==> src/rtl/seg_display_selector.sv <==
// Seven-segment source selector for the HEX display path: picks one of NSRC digit groups,
// latches per-source overflow errors and shows a (optionally blinking) "Erro" message.
module seg_display_selector #(
  parameter int unsigned DIGITS    = 4,
  parameter int unsigned NSRC      = 2,
  parameter int unsigned SELW      = 1,
  parameter int unsigned BLINK_DIV = 25000000
) (
  input  logic                      CLOCK_50,
  input  logic                      RST,
  input  logic [SELW-1:0]           sel,
  input  logic [NSRC*DIGITS*7-1:0]  src_seg,
  input  logic [NSRC-1:0]           overflow,
  input  logic                      err_clear,
  input  logic                      blink_en,
  output logic [DIGITS*7-1:0]       seg_out,
  output logic                      err_active
);

  localparam int unsigned SegW = DIGITS * 7;
  localparam int unsigned CntW = (BLINK_DIV > 1) ? $clog2(BLINK_DIV) : 1;
  localparam logic [CntW-1:0] CntMax = CntW'(BLINK_DIV - 1);

  localparam logic [6:0] SegE     = 7'b0000110;
  localparam logic [6:0] SegR     = 7'b0101111;
  localparam logic [6:0] SegO     = 7'b0100011;

  logic [SELW-1:0] sel_meta_q;
  logic [SELW-1:0] sel_s_q;
  logic [NSRC-1:0] err_q;
  logic [NSRC-1:0] err_d;
  logic [CntW-1:0] cnt_q;
  logic [CntW-1:0] cnt_d;
  logic            phase_off_q;
  logic            phase_off_d;
  logic [SegW-1:0] seg_d;
  logic            err_active_d;

  logic            in_range;
  logic            src_err;
  logic [SegW-1:0] src_digits;
  logic [SegW-1:0] err_pattern;
  logic            emode;
  logic            entering;
  logic [CntW-1:0] cur_cnt;
  logic            cur_off;

  // Set has priority over clear so an overflow coinciding with err_clear is never lost.
  always_comb begin
    err_d = overflow | (err_q & ~{NSRC{err_clear}});
  end

  always_comb begin
    in_range   = 1'b0;
    src_err    = 1'b0;
    src_digits = '1;
    for (int unsigned s = 0; s < NSRC; s++) begin
      if (32'(sel_s_q) == s) begin
        in_range   = 1'b1;
        src_err    = err_q[s] | overflow[s];
        src_digits = src_seg[s*SegW +: SegW];
      end
    end
  end

  always_comb begin
    err_pattern        = '1;
    err_pattern[27:21] = SegE;
    err_pattern[20:14] = SegR;
    err_pattern[13:7]  = SegR;
    err_pattern[6:0]   = SegO;
  end

  assign emode    = in_range & src_err;
  // A fresh error entry always starts the blink sequence at the ON phase.
  assign entering = emode & ~err_active;
  assign cur_cnt  = entering ? '0 : cnt_q;
  assign cur_off  = entering ? 1'b0 : phase_off_q;

  always_comb begin
    cnt_d        = '0;
    phase_off_d  = 1'b0;
    seg_d        = '1;
    err_active_d = emode;
    if (emode) begin
      if (blink_en) begin
        if (cur_cnt == CntMax) begin
          cnt_d       = '0;
          phase_off_d = ~cur_off;
        end else begin
          cnt_d       = cur_cnt + CntW'(1);
          phase_off_d = cur_off;
        end
        seg_d = cur_off ? '1 : err_pattern;
      end else begin
        seg_d = err_pattern;
      end
    end else if (in_range) begin
      seg_d = src_digits;
    end
  end

  always_ff @(posedge CLOCK_50 or posedge RST) begin
    if (RST) begin
      sel_meta_q  <= '0;
      sel_s_q     <= '0;
      err_q       <= '0;
      cnt_q       <= '0;
      phase_off_q <= 1'b0;
      seg_out     <= '1;
      err_active  <= 1'b0;
    end else begin
      sel_meta_q  <= sel;
      sel_s_q     <= sel_meta_q;
      err_q       <= err_d;
      cnt_q       <= cnt_d;
      phase_off_q <= phase_off_d;
      seg_out     <= seg_d;
      err_active  <= err_active_d;
    end
  end

endmodule

==> config.mk <==
export PLATFORM = sky130hd
export DESIGN_NAME = seg_display_selector
export DESIGN_NICKNAME = d
export VERILOG_FILES = /design/src/rtl/seg_display_selector.sv
export SDC_FILE = /design/constraint.sdc
export NUM_CORES = 1
export LEC_CHECK = 0
export ABC_AREA = 1
export CORE_MARGIN = 2
export CORE_UTILIZATION = 47
export DETAILED_ROUTE_END_ITERATION = 10
export PLACE_DENSITY = 0.81
export SLEW_MARGIN = 20
export SYNTH_ARGS = -nofsm -noshare
export SYNTH_HDL_FRONTEND = slang
export SYNTH_SLANG_ARGS = --single-unit
==> constraint.sdc <==
create_clock -name CLOCK_50 -period 2.9 [get_ports CLOCK_50]
set_input_delay 0.58 -clock CLOCK_50 [delete_from_list [all_inputs] [get_ports CLOCK_50]]
set_output_delay 0.58 -clock CLOCK_50 [all_outputs]
set_load 0.01 [all_outputs]
==> flow_metrics.py <==
metrics = {
    "logic_synthesis": {
        "synth_cell_types": 29,
        "mappedNetlistNets": 426,
        "syn_inst": 362,
        "syn-mean-instance-area_um2": 8.42,
        "ys_seq_area_share_pct": 49.6,
        "netlist_area_um2": 3050,
        "ys_warn_count": 0,
        "ys_ff_latch": 59,
    },
    "timing": {
        "setup_tns_ns": 0,
        "setup_slack_ns": 0.562,
        "period_share_pct": 80.6,
        "relSlewSlack_pct": 70.5,
        "rsz0062_at_grt": "false",
        "hold_viol": 0,
        "finalCriticalPeriod_ns": 2.34,
        "setup_violations": 0,
        "max_freq_mhz": 428,
        "clock_skew_ns": 0.00873,
        "worst_pin_slew_ns": 0.443,
        "drv_slew": 0,
    },
    "cts": {
        "clk_path_buf_depth": 2,
        "cts.sinks": 59,
        "cts_tree": "done",
        "root_buffer": "clkbuf_8",
        "cts.clk_slew.worst_paths_ns": 0.07,
        "cts_max_level": 3,
        "holdBufCountCts": 0,
        "post_cts_resized": 0,
        "cts_buffers": 9,
        "clock_latency_ns": 0.34,
        "post_cts_buffers": 0,
    },
    "cells_and_area": {
        "antenna_cells": 0,
        "syn2layout_area_growth_pct": 39.8,
        "fin_nets": 523,
        "final_cell_mix": "nand2_1, clkdlybuf4s50_1, nor2_1",
        "drive_gt1_share_pct": 15.5,
    },
    "global_route": {
        "met2_usage_pct": 36.9,
        "antenna_found_initial": 0,
        "grt_pass1_wl_um": 12500,
        "grt_max_degree": 60,
        "grt_busiest_layer": "met2",
        "grt_pass1_vias": 2720,
        "grtUsageMet3_pct": 10.4,
        "grt.total_usage_pct": 22.4,
        "overflow": 0,
        "met1_usage_pct": 25.5,
    },
    "critical_path": {
        "max_stage_delay_ns": 0.40,
        "r2r_start": "sel_s_q",
        "critPathTopFamily": "simple AND/OR/NAND/NOR gates",
        "cp-end-kind": "register",
        "crit_chain": "clkdlybuf4s50_1 > inv_1 > nand3_4 > nand3_4 > buf_4 > nand2_1 > nor2_1 > nand2_1 > nor2_1 > nand3_1 > nand2_1 > buf_4 > nor2_1",
        "path_class": "input port to register",
        "cp.required_ns": 3.12,
        "path_buf_inv": 4,
        "critPathSlowestCell": "clkdlybuf4s50_1",
        "arrival_ns": 2.56,
        "worstSetupStartpoint": "overflow[1]",
        "cp-start-kind": "input port",
        "crit_fanout": 28,
    },
    "place": {
        "port_buffers": 91,
        "gp_congestion": 0.925,
        "dp_hpwl_um": 5740,
        "dp_slack_ns": 0.275,
    },
    "worst_hold_path": {
        "min_from": "sel_meta_q",
        "hp-class": "register to register",
    },
    "floorplan": {
        "core_region_area_um2": 6310,
        "placementRows": 29,
        "die-height_um": 84.5,
        "fp.dieW_um": 84.5,
        "ios": 92,
        "start_util_pct": 48.3,
        "fp.dieArea_um2": 7150,
    },
    "routing": {
        "drc_errors": 0,
        "drt_pre_antenna_iters": 4,
        "vias": 2663,
        "viasPerCell": 4.92,
        "ant_nets": 0,
        "routed_wl_um": 7560,
        "wl_per_cell_um": 14.0,
        "drt_iter0_markers": 161,
    },
    "power": {
        "power.density_nw_per_um2": 447,
        "leakage_nw": 1.83,
        "ir_drop_mv": 0.244,
    },
    "flow_run": {
        "drv_cap": 0,
    },
    "outcome": {
        "status": "finished, final reports clean",
    },
}
[final timing paths]
kind                               to  slack (ns)  cells after the start
setup reg to reg             cnt_q[4]        0.64                     12
hold reg to reg               sel_s_q        0.35                      0
max in group asynchronous  seg_out[1]        1.97                      3
min in group asynchronous   cnt_q[20]        0.62                      3
hold / removal                sel_s_q        0.35                      0
setup / recovery             cnt_q[4]        0.56                     13
[logic make-up after synthesis]
logic type                 synth area share [%]
AOI/OAI and AO/OA                          4.52
buffers and inverters                      7.47
and+or+nand+nor                            30.7
muxes                                      3.28
DFF                                        49.6
xor gates and xnor gates                   4.02
adders and majority gates                 0.410
[layer usage]
metal  up-vias  part of all wire (%)
met5         -                     0
met1      1207                    40
met3        15                   9.5
met2       105                    48
li1       1336                     -
met4         0                   1.9
[stage by stage]
| stage | instances | power (mW) | utilization (%) | hold WS (ns) | instance area, um2 |
|---|---|---|---|---|---|
| 2_1_floorplan | 362 | 0.986 | - | 0.331 | 3050 |
| 3_3_place_gp | 525 | 1.13 | 64.1 | 0.331 | 4050 |
| 3_5_place_dp | 525 | 1.13 | 64.1 | 0.336 | 4050 |
| 4_1_cts | 541 | 1.92 | 67.5 | 0.352 | 4260 |
| 5_1_grt | 541 | 1.97 | 67.5 | 0.357 | 4260 |
| 6_report | 541 | 1.90 | 67.5 | 0.351 | 4260 |
[cell usage after synthesis, drive strengths merged]
| master | n | area [um2] |
|---|---|---|
| xor2 | 6 | 52.6 |
| o211ai | 3 | 22.5 |
| mux2i | 10 | 100 |
| ha | 1 | 12.5 |
| nor3b | 1 | 7.51 |
| nand4 | 2 | 12.5 |
| xnor2 | 8 | 70.1 |
| nor3 | 5 | 30.0 |
| clkbuf | 7 | 26.3 |
| dfrtp | 31 | 776 |
| dfstp | 28 | 736 |
| nor2 | 55 | 251 |
| nand2 | 95 | 367 |
| buf | 7 | 62.6 |
| a21oi | 2 | 10.0 |
| nand3b | 3 | 22.5 |
| o21ai | 21 | 105 |
| inv | 37 | 139 |
| nand3 | 40 | 245 |
[where the power goes]
group	total [mW]	switching (mW)	leakage [nW]	internal (mW)
clock network	0.787	0.319	0.102	0.467
logic	0.245	0.107	1.02	0.138
registers	0.871	0.0118	0.709	0.860
total	1.90	0.438	1.83	1.46
[sequential cells by signal, summed over array words and instances, names as in the netlist]
register	flops
sel_meta_q	1
seg_out	28
sel_s_q	1
cnt_q	25
err_q	2
phase_off_q	1
err_active	1
[final cells by class]
type                            count  area, um2
Sequential cell                    59       1510
Clock buffer                       13        169
Inverter                           37        139
Timing Repair Buffer              100        991
Multi-Input combinational cell    252       1310
Tap cell                           77       96.3
Clock inverter                      3       45.0
Fill cell                         516       2050
Note: power is estimated with default switching activity, not from simulation.
